[src/rtl/sigma_sched_4ch.sv]
`default_nettype none
// ============================================================================
// sigma_sched_4ch : 4-channel round-robin scheduler with a shared 16-sample
//                   sign-magnitude accumulator and per-frame stall timeout.
// Revision 1.0
// ============================================================================
module sigma_sched_4ch #(
  parameter int SAMPLES = 16,
  parameter int TIMEOUT = 64
) (
  input  logic        clk,
  input  logic        res,
  input  logic [3:0]  req,
  input  logic [3:0]  smp_vld,
  input  logic [31:0] data_in,
  output logic [3:0]  gnt,
  output logic [3:0]  smp_ack,
  output logic [11:0] data_out,
  output logic [1:0]  ch_out,
  output logic        syn_out,
  output logic        err,
  output logic [1:0]  err_ch,
  output logic        busy
);

  localparam int              TW       = $clog2(TIMEOUT);
  localparam logic [TW-1:0]   TO_LAST  = TW'(TIMEOUT - 1);
  localparam logic [3:0]      CNT_LAST = 4'(SAMPLES - 1);

  typedef enum logic [0:0] {
    S_IDLE  = 1'b0,
    S_ACCUM = 1'b1
  } state_t;

  state_t          r_state;
  logic [1:0]      r_ptr;
  logic [1:0]      r_id;
  logic [3:0]      r_cnt;
  logic [11:0]     r_sum;
  logic [TW-1:0]   r_to;
  logic [3:0]      r_gnt;
  logic [11:0]     r_dout;
  logic [1:0]      r_ch;
  logic            r_syn;
  logic            r_err;
  logic [1:0]      r_errch;
  logic            r_busy;

  logic [1:0]      w_sel;
  logic [1:0]      w_idx;
  logic            w_found;
  logic [7:0]      w_byte;
  logic [11:0]     w_mag;
  logic [11:0]     w_smp;
  logic [11:0]     w_sum_nx;
  logic            w_acc;

  // Scan from the farthest offset down so the nearest requester at/after r_ptr wins.
  always_comb begin
    w_sel = r_ptr;
    w_idx = 2'd0;
    for (int k = 3; k >= 0; k--) begin
      w_idx = r_ptr + 2'(k);
      if (req[w_idx]) w_sel = w_idx;
    end
  end

  assign w_found  = |req;
  assign w_byte   = data_in[{r_id, 3'b000} +: 8];
  assign w_mag    = {5'b00000, w_byte[6:0]};
  // Negative zero negates to zero, so no special case is needed.
  assign w_smp    = w_byte[7] ? (12'd0 - w_mag) : w_mag;
  assign w_sum_nx = r_sum + w_smp;
  assign w_acc    = |(r_gnt & smp_vld);

  always_ff @(posedge clk or negedge res) begin
    if (!res) begin
      r_state <= S_IDLE;
      r_ptr   <= 2'd0;
      r_id    <= 2'd0;
      r_cnt   <= 4'd0;
      r_sum   <= 12'd0;
      r_to    <= '0;
      r_gnt   <= 4'd0;
      r_dout  <= 12'd0;
      r_ch    <= 2'd0;
      r_syn   <= 1'b0;
      r_err   <= 1'b0;
      r_errch <= 2'd0;
      r_busy  <= 1'b0;
    end else begin
      r_syn <= 1'b0;
      r_err <= 1'b0;
      case (r_state)
        S_IDLE: begin
          if (w_found) begin
            r_gnt   <= 4'b0001 << w_sel;
            r_id    <= w_sel;
            r_busy  <= 1'b1;
            r_cnt   <= 4'd0;
            r_sum   <= 12'd0;
            r_to    <= '0;
            r_state <= S_ACCUM;
          end
        end
        S_ACCUM: begin
          if (w_acc) begin
            r_to <= '0;
            if (r_cnt == CNT_LAST) begin
              r_dout  <= w_sum_nx;
              r_ch    <= r_id;
              r_syn   <= 1'b1;
              r_gnt   <= 4'd0;
              r_busy  <= 1'b0;
              r_ptr   <= r_id + 2'd1;
              r_state <= S_IDLE;
            end else begin
              r_sum <= w_sum_nx;
              r_cnt <= r_cnt + 4'd1;
            end
          end else if (r_to == TO_LAST) begin
            r_err   <= 1'b1;
            r_errch <= r_id;
            r_gnt   <= 4'd0;
            r_busy  <= 1'b0;
            r_ptr   <= r_id + 2'd1;
            r_state <= S_IDLE;
          end else begin
            r_to <= r_to + 1'b1;
          end
        end
        default: r_state <= S_IDLE;
      endcase
    end
  end

  assign gnt      = r_gnt;
  assign smp_ack  = r_gnt & smp_vld;
  assign data_out = r_dout;
  assign ch_out   = r_ch;
  assign syn_out  = r_syn;
  assign err      = r_err;
  assign err_ch   = r_errch;
  assign busy     = r_busy;

endmodule
`default_nettype wire

[config.mk]
export PLATFORM = sky130hd
export DESIGN_NAME = sigma_sched_4ch
export DESIGN_NICKNAME = d
export VERILOG_FILES = /design/src/rtl/sigma_sched_4ch.sv
export SDC_FILE = /design/constraint.sdc
export NUM_CORES = 1
export LEC_CHECK = 0
export BUFFER_PORTS_ARGS = -buffer_cell sky130_fd_sc_hd__buf_2
export CAP_MARGIN = 30
export CORE_MARGIN = 2
export CORE_UTILIZATION = 55
export CTS_CLUSTER_DIAMETER = 40
export DETAILED_ROUTE_END_ITERATION = 10
export GPL_TIMING_DRIVEN = 1
export PLACE_DENSITY_LB_ADDON = 0.08
export SYNTH_ARGS = -nofsm -noshare
export SYNTH_HDL_FRONTEND = slang
export SYNTH_SLANG_ARGS = --single-unit
[constraint.sdc]
create_clock -name clk -period 7.4 [get_ports clk]
set_input_delay 0.37 -clock clk [delete_from_list [all_inputs] [get_ports clk]]
set_output_delay 0.37 -clock clk [all_outputs]
set_load 0.01 [all_outputs]
==> results of run 1 <==
==> metal layers <==
layer / up-vias / GRT usage (%) / routed length [microns]
li1: 1285 / - / -
met3: 12 / 4.14 / 228
met2: 55 / 40.0 / 3280
met5: - / 0 / 0
met1: 1263 / 30.0 / 2880
met4: 0 / 9.65 / 138
==> stage by stage <==
| step | util [%] | setup WS (ps) | instances | hold WS, ps | power [mW] |
|---|---|---|---|---|---|
| finish | 66.8 | 3190 | 462 | 147 | 1.29 |
| global route | 66.8 | 2870 | 462 | 205 | 1.42 |
| CTS | 66.8 | 3160 | 462 | 170 | 1.30 |
| detailed placement | 65.1 | 3160 | 454 | 462 | 1.13 |
| global placement | 65.1 | 3260 | 454 | 455 | 1.11 |
| floorplan | - | 3780 | 328 | 74.4 | 0.983 |
==> layout make-up <==
class,count,area [sq um]
clock buffer,5,68.8
clock inverter,3,18.8
fill,430,1730
inverter,17,66.3
multi-input combinational,248,1630
sequential,50,1250
tap,70,87.6
timing repair buffer,69,348
==> critical path, stage by stage (launching register included) <==
cell                       delay (ps)
sky130_fd_sc_hd__dfrtp_1          720
sky130_fd_sc_hd__mux4_1           690
sky130_fd_sc_hd__or4_4            560
sky130_fd_sc_hd__o21ai_0          220
sky130_fd_sc_hd__xnor2_1          190
sky130_fd_sc_hd__ha_1             290
sky130_fd_sc_hd__a21oi_1          210
sky130_fd_sc_hd__o21a_1           170
sky130_fd_sc_hd__a31oi_1          100
sky130_fd_sc_hd__o311a_1          360
sky130_fd_sc_hd__a21oi_2          150
sky130_fd_sc_hd__o22a_2           190
sky130_fd_sc_hd__o21bai_2          50
sky130_fd_sc_hd__a22o_1           200
==> power by group through the flow <==
stage                     sequential, mW  clock (mW)  combinational, mW
final                              0.399       0.163              0.732
after detailed placement           0.403           0              0.731
after floorplan                    0.373           0              0.610
after CTS                          0.399       0.167              0.734
after global routing               0.410       0.180              0.829
after global placement             0.401           0              0.709
==> worst paths after layout <==
kind | end | from | cells after the start | slack (ps)
max in group asynchronous | data_out[2] | res | 2 | 6810
min in group clk | ch_out[0] | ch_out[0] | 2 | 480
hold / removal | data_out[4] | res | 2 | 150
setup reg to reg | r_sum[11] | r_id[0] | 13 | 3190
hold reg to reg | ch_out[0] | ch_out[0] | 2 | 480
setup / recovery | r_sum[11] | r_id[0] | 13 | 3190
==> registers in the layout (all words and copies together) (netlist names), 4 cells and up <==
register,count
r_cnt,4
r_sum,12
r_to,6
gnt,4
data_out,12
==> logic make-up (layout without fill, tap and decap cells) <==
| group | Yosys count | after routing | synth area share [%] |
|---|---|---|---|
| flip-flops | 50 | 50 | 41.5 |
| AND/OR/NAND/NOR | 123 | 123 | 18.5 |
| XOR/XNOR | 19 | 19 | 5.52 |
| AO/OA/AOI/OAI | 80 | 80 | 16.4 |
| multiplexers | 12 | 12 | 7.68 |
| adder cells (fa/ha/maj) | 14 | 14 | 6.06 |
| buffers and inverters | 30 | 94 | 4.32 |
==> layout by cell type, fill, tap and decap left out, drive strengths merged, types with 2 or more instances in the layout <==
master | synthesis | routed
a211o | 2 | 2
a21oi | 12 | 12
a22o | 2 | 2
a22oi | 2 | 2
a31oi | 2 | 2
and2 | 2 | 2
and3 | 3 | 3
buf | 3 | 69
clkbuf | 10 | 5
clkinv | 0 | 2
dfrtp | 50 | 50
ha | 13 | 13
inv | 17 | 18
mux2 | 3 | 3
mux4 | 8 | 8
nand2 | 55 | 55
nand2b | 4 | 4
nand3 | 15 | 15
nand4 | 3 | 3
nor2 | 23 | 23
nor2b | 3 | 3
nor3 | 4 | 4
o211ai | 2 | 2
o21a | 3 | 3
o21ai | 40 | 40
o22ai | 3 | 3
o31ai | 3 | 3
or2 | 2 | 2
or3 | 5 | 5
xnor2 | 10 | 10
xor2 | 9 | 9
==> impl_metrics.xml, run 1 <==
<?xml version="1.0" encoding="UTF-8"?>
<metrics>
  <group name="critical_path">
    <metric name="critical_path.startpoint_type" unit="">register</metric>
    <metric name="worst_ep_required_time" unit="ps">7600</metric>
    <metric name="critical_path.max_fanout" unit="">13</metric>
    <metric name="worst_setup_path_end_kind" unit="">register</metric>
    <metric name="cp.arrival" unit="ps">4410</metric>
    <metric name="worstSetupPathType" unit="">register to register</metric>
  </group>
  <group name="drt">
    <metric name="via_total_after_detailed_routing" unit="">2615</metric>
    <metric name="drtPass1Iterations" unit="">4</metric>
    <metric name="route.antenna.remaining_nets" unit="">0</metric>
    <metric name="drt-vias-per-instance" unit="">5.66</metric>
    <metric name="drt_first_iter_violations" unit="">122</metric>
    <metric name="route.final.wire_length" unit="microns">6520</metric>
    <metric name="post-route-drc-count" unit="">0</metric>
    <metric name="drt-wirelength-per-cell" unit="microns">14.1</metric>
  </group>
  <group name="grt">
    <metric name="grt_max_degree" unit="">51</metric>
    <metric name="first_global_vias" unit="">2601</metric>
    <metric name="grt_first_pass_wirelength" unit="microns">11500</metric>
    <metric name="antenna_violations_before_repair" unit="">0</metric>
    <metric name="grt_remaining_overflow" unit="">0</metric>
    <metric name="grtUsageTotal" unit="%">23.6</metric>
  </group>
  <group name="clock_tree">
    <metric name="worst_setup_hold_path_clk_slew" unit="ps">100</metric>
    <metric name="postCtsSetupRepairBufs" unit="">0</metric>
    <metric name="cts.sinks" unit="">50</metric>
    <metric name="cts.path.max_buffers" unit="">2</metric>
    <metric name="cts_tree" unit="">built</metric>
    <metric name="cts_htree_levels" unit="">2</metric>
    <metric name="cts_root_buf" unit="">sky130_fd_sc_hd__clkbuf_8</metric>
    <metric name="post_cts_resized" unit="">0</metric>
    <metric name="numCtsBuffers" unit="">5</metric>
    <metric name="cts_hold_buf" unit="">0</metric>
    <metric name="clk-insertion-delay-late" unit="ps">310</metric>
  </group>
  <group name="timing">
    <metric name="finClkSkew" unit="ps">13.2</metric>
    <metric name="unrepaired_setup_endpoints_after_global_routing" unit="">false</metric>
    <metric name="tightest_slew" unit="ps">857</metric>
    <metric name="maxSlewHeadroom" unit="%">42.7</metric>
    <metric name="timing_max_transition_violations_final" unit="">0</metric>
    <metric name="max_freq" unit="GHz">0.238</metric>
    <metric name="layout_min_cycle_time" unit="ps">4210</metric>
    <metric name="fin_crit_sh" unit="%">56.9</metric>
    <metric name="setup_viol" unit="">0</metric>
    <metric name="report.final.hold_viol_count" unit="">0</metric>
    <metric name="fin_tns_setup" unit="ps">0</metric>
  </group>
  <group name="place">
    <metric name="gpl.final_weighted_congestion" unit="">0.833</metric>
    <metric name="port-buffer-count" unit="">68</metric>
    <metric name="place_area" unit="sq um">3390</metric>
    <metric name="detailedPlacementHpwl" unit="microns">4960</metric>
  </group>
  <group name="logic_synthesis">
    <metric name="yosysSeqAreaShare" unit="%">41.5</metric>
    <metric name="synth-main-ff-cell" unit="">sky130_fd_sc_hd__dfrtp_1</metric>
    <metric name="synth_top_cell_by_area" unit="">sky130_fd_sc_hd__dfrtp_1</metric>
    <metric name="share_of_synthesized_flip_flops_with_an_asynchronous_set_or_reset" unit="%">100</metric>
    <metric name="synth_enable_flop_cells" unit="">0</metric>
    <metric name="ys_top_cells_by_count" unit="">sky130_fd_sc_hd__nand2_1 (55), sky130_fd_sc_hd__dfrtp_1 (50), sky130_fd_sc_hd__o21ai_0 (39)</metric>
    <metric name="synth_top_area_share" unit="%">41.5</metric>
    <metric name="synthesis.instances" unit="">328</metric>
    <metric name="mapped_area" unit="sq um">3020</metric>
    <metric name="synth_cell_types" unit="">50</metric>
    <metric name="yosysWarnings" unit="">0</metric>
    <metric name="synth_area_leaders" unit="">sky130_fd_sc_hd__dfrtp_1 (41%), sky130_fd_sc_hd__nand2_1 (6.8%), sky130_fd_sc_hd__o21ai_0 (6.5%)</metric>
    <metric name="ffs_latches_synth" unit="">50</metric>
    <metric name="synth.most_common_cell" unit="">sky130_fd_sc_hd__nand2_1</metric>
    <metric name="average_footprint_of_a_synthesized_cell" unit="sq um">9.19</metric>
    <metric name="synthesis.nets" unit="">384</metric>
  </group>
  <group name="cells_and_area">
    <metric name="antenna_diode_instance_count" unit="">0</metric>
    <metric name="post_layout_instance_area" unit="sq um">3470</metric>
    <metric name="design.final.nets" unit="">447</metric>
    <metric name="syn2layout_area_growth" unit="%">15.2</metric>
    <metric name="drive_gt1_share" unit="%">24.0</metric>
  </group>
  <group name="floorplanning">
    <metric name="dieArea" unit="sq um">6090</metric>
    <metric name="placeableCoreArea" unit="sq um">5200</metric>
    <metric name="pin_count" unit="">69</metric>
    <metric name="chipHeight" unit="microns">78.0</metric>
    <metric name="initial_core_utilization" unit="%">57.9</metric>
    <metric name="core.rowCount" unit="">26</metric>
    <metric name="die-width" unit="microns">78.0</metric>
  </group>
  <group name="power">
    <metric name="power.share.combinational" unit="%">56.6</metric>
    <metric name="worst_ir_drop_vdd" unit="mV">0.185</metric>
    <metric name="leakagePower" unit="nW">1.78</metric>
    <metric name="share_of_total_power_consumed_by_net_switching" unit="%">45.1</metric>
    <metric name="sw_pwr" unit="uW">583</metric>
    <metric name="clock_power_share" unit="%">12.6</metric>
    <metric name="sequentialPowerShare" unit="%">30.8</metric>
    <metric name="power_per_cell_area" unit="nW/um^2">372</metric>
    <metric name="internal_power" unit="uW">711</metric>
  </group>
  <group name="outcome">
    <metric name="run_status" unit="">finished, final reports clean</metric>
  </group>
  <group name="job">
    <metric name="cap_violations" unit="">0</metric>
  </group>
  <group name="worst_hold_path">
    <metric name="hold_path_class" unit="">input pin to asynchronous set/reset pin</metric>
  </group>
</metrics>
(Power assumes the default switching activity.)
==> inputs of run 2 (changes only) <==
--- a/config.mk
+++ b/config.mk
@@ -5,10 +5,11 @@
 export SDC_FILE = /design/constraint.sdc
 export NUM_CORES = 1
 export LEC_CHECK = 0
+export ABC_AREA = 1
 export BUFFER_PORTS_ARGS = -buffer_cell sky130_fd_sc_hd__buf_2
 export CAP_MARGIN = 30
 export CORE_MARGIN = 2
-export CORE_UTILIZATION = 55
+export CORE_UTILIZATION = 50
 export CTS_CLUSTER_DIAMETER = 40
 export DETAILED_ROUTE_END_ITERATION = 10
 export GPL_TIMING_DRIVEN = 1
==> constraint.sdc (replaced) <==
create_clock -name clk -period 3.7 [get_ports clk]
set_input_delay 0.185 -clock clk [delete_from_list [all_inputs] [get_ports clk]]
set_output_delay 0.185 -clock clk [all_outputs]
set_load 0.01 [all_outputs]
==> impl_metrics.xml, run 2 <==
<?xml version="1.0" encoding="UTF-8"?>
<metrics>
  <group name="outcome">
    <metric name="run_status" unit="">finished, final reports clean</metric>
  </group>
  <group name="grt">
    <metric name="grtUsageTotal" unit="%">21.5</metric>
    <metric name="grt_remaining_overflow" unit="">0</metric>
    <metric name="grt_max_degree" unit="">51</metric>
    <metric name="antenna_violations_before_repair" unit="">0</metric>
    <metric name="grt_first_pass_wirelength" unit="microns">12700</metric>
    <metric name="first_global_vias" unit="">2789</metric>
  </group>
  <group name="job">
    <metric name="cap_violations" unit="">0</metric>
  </group>
  <group name="critical_path">
    <metric name="cp.arrival" unit="ps">3520</metric>
    <metric name="critical_path.max_fanout" unit="">14</metric>
    <metric name="worst_ep_required_time" unit="ps">3900</metric>
    <metric name="worst_setup_path_end_kind" unit="">register</metric>
    <metric name="timing.rr.start" unit="">r_id[0]</metric>
    <metric name="critical_path.reg2reg.endpoint" unit="">data_out[10]</metric>
    <metric name="regToRegSetupSlack" unit="ps">380</metric>
    <metric name="worst_r2r_path_depth" unit="">23</metric>
    <metric name="critical_path.startpoint_type" unit="">register</metric>
    <metric name="cp_launch_point" unit="">r_id[0]</metric>
    <metric name="worstSetupPathType" unit="">register to register</metric>
  </group>
  <group name="place">
    <metric name="detailedPlacementHpwl" unit="microns">5590</metric>
    <metric name="port-buffer-count" unit="">68</metric>
    <metric name="gpl.final_weighted_congestion" unit="">0.907</metric>
  </group>
  <group name="logic_synthesis">
    <metric name="synth_top_cell_by_area" unit="">sky130_fd_sc_hd__dfrtp_1</metric>
    <metric name="average_footprint_of_a_synthesized_cell" unit="sq um">7.46</metric>
    <metric name="synthesis.instances" unit="">443</metric>
    <metric name="synth_enable_flop_cells" unit="">0</metric>
    <metric name="synth_area_leaders" unit="">sky130_fd_sc_hd__dfrtp_1 (38%), sky130_fd_sc_hd__nand2_1 (15%), sky130_fd_sc_hd__inv_1 (8.3%)</metric>
    <metric name="combinational_family_with_the_most_area_after_synthesis" unit="">simple AND/OR/NAND/NOR gates</metric>
    <metric name="synthesis.nets" unit="">499</metric>
    <metric name="synth_top_area_share" unit="%">37.8</metric>
    <metric name="mapped_area" unit="sq um">3310</metric>
    <metric name="yosysSeqAreaShare" unit="%">37.8</metric>
    <metric name="synth_xor_area_share" unit="%">3.71</metric>
    <metric name="synth.most_common_cell" unit="">sky130_fd_sc_hd__nand2_1</metric>
    <metric name="synth_compound_gate_area_share" unit="%">10.4</metric>
    <metric name="synth-main-ff-cell" unit="">sky130_fd_sc_hd__dfrtp_1</metric>
    <metric name="synth.area.mux_share" unit="%">0.605</metric>
    <metric name="ys_top_cells_by_count" unit="">sky130_fd_sc_hd__nand2_1 (134), sky130_fd_sc_hd__inv_1 (73), sky130_fd_sc_hd__dfrtp_1 (50)</metric>
    <metric name="yosys.area_share.adder" unit="%">5.52</metric>
    <metric name="yosysWarnings" unit="">0</metric>
    <metric name="ffs_latches_synth" unit="">50</metric>
    <metric name="synth_cell_types" unit="">38</metric>
    <metric name="synth_simple_gate_area_share" unit="%">30.5</metric>
    <metric name="share_of_synthesized_flip_flops_with_an_asynchronous_set_or_reset" unit="%">100</metric>
  </group>
  <group name="timing">
    <metric name="fin_crit_sh" unit="%">89.8</metric>
    <metric name="tightest_slew" unit="ps">760</metric>
    <metric name="finClkSkew" unit="ps">7.61</metric>
    <metric name="maxSlewHeadroom" unit="%">49.2</metric>
    <metric name="setup_viol" unit="">0</metric>
    <metric name="layout_min_cycle_time" unit="ps">3320</metric>
    <metric name="report.final.hold_viol_count" unit="">0</metric>
    <metric name="max_freq" unit="GHz">0.301</metric>
    <metric name="unrepaired_setup_endpoints_after_global_routing" unit="">false</metric>
    <metric name="timing_max_transition_violations_final" unit="">0</metric>
    <metric name="fin_tns_setup" unit="ps">0</metric>
  </group>
  <group name="drt">
    <metric name="met3_wirelength" unit="microns">240</metric>
    <metric name="drt_first_iter_violations" unit="">112</metric>
    <metric name="post-route-drc-count" unit="">0</metric>
    <metric name="drtPass1Iterations" unit="">4</metric>
    <metric name="via_total_after_detailed_routing" unit="">2895</metric>
    <metric name="drt-wirelength-per-cell" unit="microns">12.3</metric>
    <metric name="routed.top_layer" unit="">met4</metric>
    <metric name="route.final.wire_length" unit="microns">7270</metric>
    <metric name="met1Wirelength" unit="microns">3500</metric>
    <metric name="wl_met2" unit="microns">3450</metric>
    <metric name="route.antenna.remaining_nets" unit="">0</metric>
    <metric name="drt-vias-per-instance" unit="">4.91</metric>
  </group>
  <group name="cells_and_area">
    <metric name="design.final.nets" unit="">568</metric>
    <metric name="top_library_cells_by_usage_in_the_layout_fill_and_taps_aside" unit="">sky130_fd_sc_hd__nand2_1 (134), sky130_fd_sc_hd__inv_1 (73), sky130_fd_sc_hd__buf_2 (68)</metric>
    <metric name="utilization" unit="%">59.6</metric>
    <metric name="syn2layout_area_growth" unit="%">15.0</metric>
    <metric name="drive_gt1_share" unit="%">22.4</metric>
    <metric name="antenna_diode_instance_count" unit="">0</metric>
    <metric name="filler_cell_count" unit="">619</metric>
    <metric name="layout_commonest_cell" unit="">sky130_fd_sc_hd__nand2_1</metric>
  </group>
  <group name="clock_tree">
    <metric name="cts_tree" unit="">built</metric>
    <metric name="cts_root_buf" unit="">sky130_fd_sc_hd__clkbuf_8</metric>
    <metric name="numCtsBuffers" unit="">5</metric>
    <metric name="clk-insertion-delay-late" unit="ps">300</metric>
    <metric name="cts.path.max_buffers" unit="">2</metric>
    <metric name="worst_setup_hold_path_clk_slew" unit="ps">90</metric>
    <metric name="cts.sinks" unit="">50</metric>
    <metric name="postCtsSetupRepairBufs" unit="">0</metric>
    <metric name="cts_htree_levels" unit="">2</metric>
  </group>
  <group name="floorplanning">
    <metric name="chipHeight" unit="microns">85.3</metric>
    <metric name="die-width" unit="microns">85.3</metric>
    <metric name="placeableCoreArea" unit="sq um">6390</metric>
    <metric name="core.rowCount" unit="">29</metric>
    <metric name="dieArea" unit="sq um">7280</metric>
    <metric name="pin_count" unit="">69</metric>
    <metric name="initial_core_utilization" unit="%">51.8</metric>
  </group>
  <group name="power">
    <metric name="leakagePower" unit="nW">2.20</metric>
    <metric name="worst_ir_drop_vdd" unit="mV">0.598</metric>
    <metric name="power_per_cell_area" unit="nW/um^2">918</metric>
  </group>
  <group name="worst_hold_path">
    <metric name="hold_startpoint" unit="">smp_vld[0]</metric>
    <metric name="min_delay_endpoint" unit="">r_to[4]</metric>
    <metric name="worst_hold_path.num_cells" unit="">6</metric>
    <metric name="hold_path_class" unit="">input pin to register</metric>
  </group>
</metrics>
[run 2: cell count changes in the layout (fill, tap and decap cells not counted), moves of 5 or more]
cell and delta:
sky130_fd_sc_hd__nor2_1 -6, sky130_fd_sc_hd__nand3_2 +7, sky130_fd_sc_hd__nand2_2 +11, sky130_fd_sc_hd__or3_1 -5, sky130_fd_sc_hd__nand2_1 +79, sky130_fd_sc_hd__nand3_1 +8, sky130_fd_sc_hd__inv_1 +57, sky130_fd_sc_hd__mux4_2 -6
[run 2: worst max-delay path, stage by stage, from the launching register on]
cell	delay [ps]
sky130_fd_sc_hd__dfrtp_1	450
sky130_fd_sc_hd__buf_4	210
sky130_fd_sc_hd__nand2_1	80
sky130_fd_sc_hd__nand3_1	70
sky130_fd_sc_hd__nand2_1	140
sky130_fd_sc_hd__inv_1	70
sky130_fd_sc_hd__ha_1	210
sky130_fd_sc_hd__nor2_1	130
sky130_fd_sc_hd__xnor2_1	130
sky130_fd_sc_hd__inv_1	60
sky130_fd_sc_hd__ha_1	340
sky130_fd_sc_hd__nand2_1	70
sky130_fd_sc_hd__o21ai_0	290
sky130_fd_sc_hd__a21oi_1	110
sky130_fd_sc_hd__o21bai_1	200
sky130_fd_sc_hd__nand2_1	90
sky130_fd_sc_hd__nand2_1	70
sky130_fd_sc_hd__nand2_1	70
sky130_fd_sc_hd__nand2_1	60
sky130_fd_sc_hd__nand2_1	60
sky130_fd_sc_hd__nand2_1	80
sky130_fd_sc_hd__nand3_1	90
sky130_fd_sc_hd__nand3_1	90
sky130_fd_sc_hd__nand2_1	60
[run 2: kinds of logic (layout without fill, tap and decap cells)]
family | after synthesis | in the layout
buf+inv | 87 | 157
mux | 2 | 2
simple gates | 214 | 214
xor+xnor | 14 | 14
compound gates | 62 | 62
fa+ha+maj | 14 | 14
flops | 50 | 50
[run 2: worst max path at each step]
stage | depth (start not counted) | endpoint | slack (ps)
2_1_floorplan | 24 | data_out[10] | 730
3_3_place_gp | 22 | data_out[10] | 500
3_5_place_dp | 22 | data_out[10] | 360
4_1_cts | 22 | data_out[10] | 320
5_1_grt | 25 | r_sum[10] | 3
6_report | 23 | data_out[10] | 380
[run 2: final cells by class]
class,count,area (sq um),area share [%]
Multi-Input combinational cell,306,1680,44.2
Clock inverter,2,37.5,0.987
Tap cell,77,96.3,2.53
Sequential cell,50,1250,32.9
Inverter,77,292,7.66
Timing Repair Buffer,72,373,9.80
Clock buffer,6,72.6,1.91
[run 2: per-stage QoR]
stage          setup WS [ps]  cells  hold slack [ps]  power [mW]  area (sq um)
2_1_floorplan            729    443             -111        2.68          3310
3_3_place_gp             502    581              337        3.08          3680
3_5_place_dp             365    581              335        3.11          3680
4_1_cts                  323    590              332        3.52          3800
5_1_grt                 3.49    590              391        3.88          3800
6_report                 377    590              334        3.49          3800
[run 2: what timing repair did]
action | 4_1_cts | 5_1_grt
endpoints found under the setup margin | 0 | 4
hold endpoints to repair | 6 | 0
resized for setup | 0 | 1
hold buffers | 1 | 0
[run 2: layer usage]
| metal | global-route usage, % | up-vias |
|---|---|---|
| met5 | 0 | - |
| met4 | 6.06 | 0 |
| met3 | 3.11 | 6 |
| met2 | 36.0 | 66 |
| met1 | 29.1 | 1292 |
| li1 | - | 1531 |
[run 2: report_power, final]
part	internal, mW	leakage (nW)	switching, mW
logic	0.868	1.49	1.45
clock network	0.202	0.0514	0.183
registers	0.674	0.658	0.114
total	1.74	2.20	1.75
==> inputs of run 3 (changes only) <==
--- a/config.mk
+++ b/config.mk
@@ -8,12 +8,15 @@
 export ABC_AREA = 1
 export BUFFER_PORTS_ARGS = -buffer_cell sky130_fd_sc_hd__buf_2
 export CAP_MARGIN = 30
+export CELL_PAD_IN_SITES_DETAIL_PLACEMENT = 1
+export CELL_PAD_IN_SITES_GLOBAL_PLACEMENT = 1
 export CORE_MARGIN = 2
-export CORE_UTILIZATION = 50
+export CORE_UTILIZATION = 36
 export CTS_CLUSTER_DIAMETER = 40
 export DETAILED_ROUTE_END_ITERATION = 10
 export GPL_TIMING_DRIVEN = 1
 export PLACE_DENSITY_LB_ADDON = 0.08
+export REMOVE_ABC_BUFFERS = 1
 export SYNTH_ARGS = -nofsm -noshare
 export SYNTH_HDL_FRONTEND = slang
 export SYNTH_SLANG_ARGS = --single-unit
==> impl_metrics.xml, run 3 (synthesis results as in run 2) <==
<?xml version="1.0" encoding="UTF-8"?>
<metrics>
  <group name="floorplanning">
    <metric name="core.rowCount" unit="">34</metric>
    <metric name="dieArea" unit="sq um">9970</metric>
    <metric name="chipHeight" unit="microns">99.8</metric>
    <metric name="placeableCoreArea" unit="sq um">8810</metric>
    <metric name="initial_core_utilization" unit="%">37.6</metric>
    <metric name="pin_count" unit="">69</metric>
    <metric name="die-width" unit="microns">99.8</metric>
  </group>
  <group name="critical_path">
    <metric name="critical_path.max_fanout" unit="">17</metric>
    <metric name="regToRegSetupSlack" unit="ps">480</metric>
    <metric name="critPathMaxStageDelay" unit="ps">420</metric>
    <metric name="critical_path.cell_chain" unit="">buf_4 -&gt; nand2_1 -&gt; nand3_1 -&gt; nand2_1 -&gt; inv_1 -&gt; ha_1 -&gt; o21ai_0 -&gt; inv_1 -&gt; ha_1 -&gt; nand3_1 -&gt; nand2_1 -&gt; nand3_1 -&gt; nand2_1 -&gt; nand3_1 -&gt; nand2_1 -&gt; nand3_2 -&gt; nor2_2 -&gt; nand2_1 -&gt; nand3_1 -&gt; nand2_1 -&gt; nand2_1 -&gt; nand2_1 -&gt; nand2_1</metric>
    <metric name="worst_setup_path_end_kind" unit="">register</metric>
    <metric name="cp.arrival" unit="ps">3470</metric>
    <metric name="critical_path.most_common_cell" unit="">sky130_fd_sc_hd__nand2_1</metric>
    <metric name="critical-path-slowest-cell" unit="">sky130_fd_sc_hd__dfrtp_1</metric>
    <metric name="timing.rr.start" unit="">r_id[0]</metric>
    <metric name="critical_path.startpoint_type" unit="">register</metric>
    <metric name="worst_r2r_path_depth" unit="">23</metric>
    <metric name="critical_path.reg2reg.endpoint" unit="">r_sum[11]</metric>
    <metric name="worstSetupPathType" unit="">register to register</metric>
    <metric name="worst_ep_required_time" unit="ps">3960</metric>
  </group>
  <group name="power">
    <metric name="power_per_cell_area" unit="nW/um^2">906</metric>
    <metric name="totalPowerFinal" unit="mW">3.47</metric>
    <metric name="worst_ir_drop_vdd" unit="mV">0.409</metric>
    <metric name="leakagePower" unit="nW">2.19</metric>
  </group>
  <group name="grt">
    <metric name="grt_first_pass_wirelength" unit="microns">14300</metric>
    <metric name="antenna_violations_before_repair" unit="">0</metric>
    <metric name="grt_remaining_overflow" unit="">0</metric>
    <metric name="grt_max_degree" unit="">32</metric>
    <metric name="first_global_vias" unit="">3165</metric>
    <metric name="grtUsageTotal" unit="%">17.4</metric>
  </group>
  <group name="clock_tree">
    <metric name="postCtsSetupRepairBufs" unit="">0</metric>
    <metric name="cts_htree_levels" unit="">2</metric>
    <metric name="cts_tree" unit="">built</metric>
    <metric name="cts_root_buf" unit="">sky130_fd_sc_hd__clkbuf_8</metric>
    <metric name="numCtsBuffers" unit="">5</metric>
    <metric name="clk-insertion-delay-late" unit="ps">310</metric>
    <metric name="cts.path.max_buffers" unit="">2</metric>
    <metric name="cts.sinks" unit="">50</metric>
    <metric name="worst_setup_hold_path_clk_slew" unit="ps">110</metric>
  </group>
  <group name="cells_and_area">
    <metric name="syn2layout_area_growth" unit="%">15.9</metric>
    <metric name="antenna_diode_instance_count" unit="">0</metric>
    <metric name="design.final.nets" unit="">569</metric>
    <metric name="drive_gt1_share" unit="%">22.6</metric>
    <metric name="top_library_cells_by_usage_in_the_layout_fill_and_taps_aside" unit="">sky130_fd_sc_hd__nand2_1 (134), sky130_fd_sc_hd__inv_1 (73), sky130_fd_sc_hd__buf_2 (68)</metric>
    <metric name="layout_commonest_cell" unit="">sky130_fd_sc_hd__nand2_1</metric>
  </group>
  <group name="timing">
    <metric name="maxSlewHeadroom" unit="%">46.6</metric>
    <metric name="tightest_slew" unit="ps">799</metric>
    <metric name="setup_viol" unit="">0</metric>
    <metric name="fin_crit_sh" unit="%">86.9</metric>
    <metric name="unrepaired_setup_endpoints_after_global_routing" unit="">false</metric>
    <metric name="max_freq" unit="GHz">0.311</metric>
    <metric name="finClkSkew" unit="ps">11.7</metric>
    <metric name="fin_tns_setup" unit="ps">0</metric>
    <metric name="timing_max_transition_violations_final" unit="">0</metric>
    <metric name="layout_min_cycle_time" unit="ps">3220</metric>
    <metric name="report.final.hold_viol_count" unit="">0</metric>
  </group>
  <group name="drt">
    <metric name="post-route-drc-count" unit="">0</metric>
    <metric name="drt-vias-per-instance" unit="">4.82</metric>
    <metric name="via_total_after_detailed_routing" unit="">2998</metric>
    <metric name="route.final.wire_length" unit="microns">7960</metric>
    <metric name="drt-wirelength-per-cell" unit="microns">12.8</metric>
    <metric name="route.antenna.remaining_nets" unit="">0</metric>
    <metric name="drt_first_iter_violations" unit="">59</metric>
    <metric name="drtPass1Iterations" unit="">4</metric>
  </group>
  <group name="place">
    <metric name="port-buffer-count" unit="">68</metric>
    <metric name="gpl.final_weighted_congestion" unit="">0.806</metric>
    <metric name="detailedPlacementHpwl" unit="microns">6400</metric>
  </group>
  <group name="worst_hold_path">
    <metric name="hold_path_class" unit="">input pin to asynchronous set/reset pin</metric>
  </group>
  <group name="outcome">
    <metric name="run_status" unit="">finished, final reports clean</metric>
  </group>
  <group name="job">
    <metric name="cap_violations" unit="">0</metric>
  </group>
</metrics>
==> run 3: changes by cell type in the layout (fill, tap and decap cells not counted), sizes merged <==
cell      change
inv           +1
clkinvlp      +1
bufinv        -1
clkbuf        -1
buf           +1
==> run 3: through the flow <==
stage	hold WS, ps	worst slack [ps]	cells	util [%]	cell area [sq um]
after floorplan	-111	608	433	-	3220
after global placement	167	549	613	42.3	3730
after detailed placement	167	377	613	42.3	3730
after CTS	338	366	622	43.5	3830
after global routing	374	22.5	622	43.5	3830
final	348	484	622	43.5	3830
==> run 3: area by class of cell <==
cell class                 instances  area (sq um)
multi-input combinational        306          1680
fill                            1147          4970
tap                              108           135
clock buffer                       5          68.8
sequential                        50          1250
inverter                          77           292
timing repair buffer              73           380
clock inverter                     3          23.8
==> run 3: how the worst max path moves through the flow <==
stage / from / end / slack (ps) / cells past startpoint
final: r_id[0] / r_sum[11] / 480 / 23
after global routing: r_id[0] / data_out[11] / 20 / 23
after CTS: r_id[0] / r_sum[10] / 370 / 23
after detailed placement: r_id[0] / r_sum[10] / 380 / 23
after global placement: r_id[0] / data_out[10] / 550 / 24
after floorplan: r_id[0] / data_out[10] / 610 / 23
==> run 3: power breakdown <==
part	internal [mW]	total [mW]	switching [mW]
clock network	0.136	0.337	0.201
logic	0.878	2.37	1.49
registers	0.673	0.766	0.0928
==> run 3: repair_timing <==
action                     CTS  global route
hold buffers                 1             0
hold endpoints to repair    19             0
gates resized for setup      0             1
setup endpoints to repair    0             1
==> run 3: metal layers <==
metal / wire length (microns) / track usage [%] / vias to the layer above
li1: - / - / 1532
met1: 3720 / 22.1 / 1422
met2: 3980 / 31.9 / 40
met3: 212 / 2.51 / 4
met4: 48 / 2.85 / 0
met5: 0 / 0 / -
==> run 3: worst max-delay path: cells and delay by family, from the launching register on <==
family          cells  cell delay [ps]
buf+inv             3              370
compound gates      1              320
fa+ha+maj           2              560
simple gates       17             1510
flops               1              420
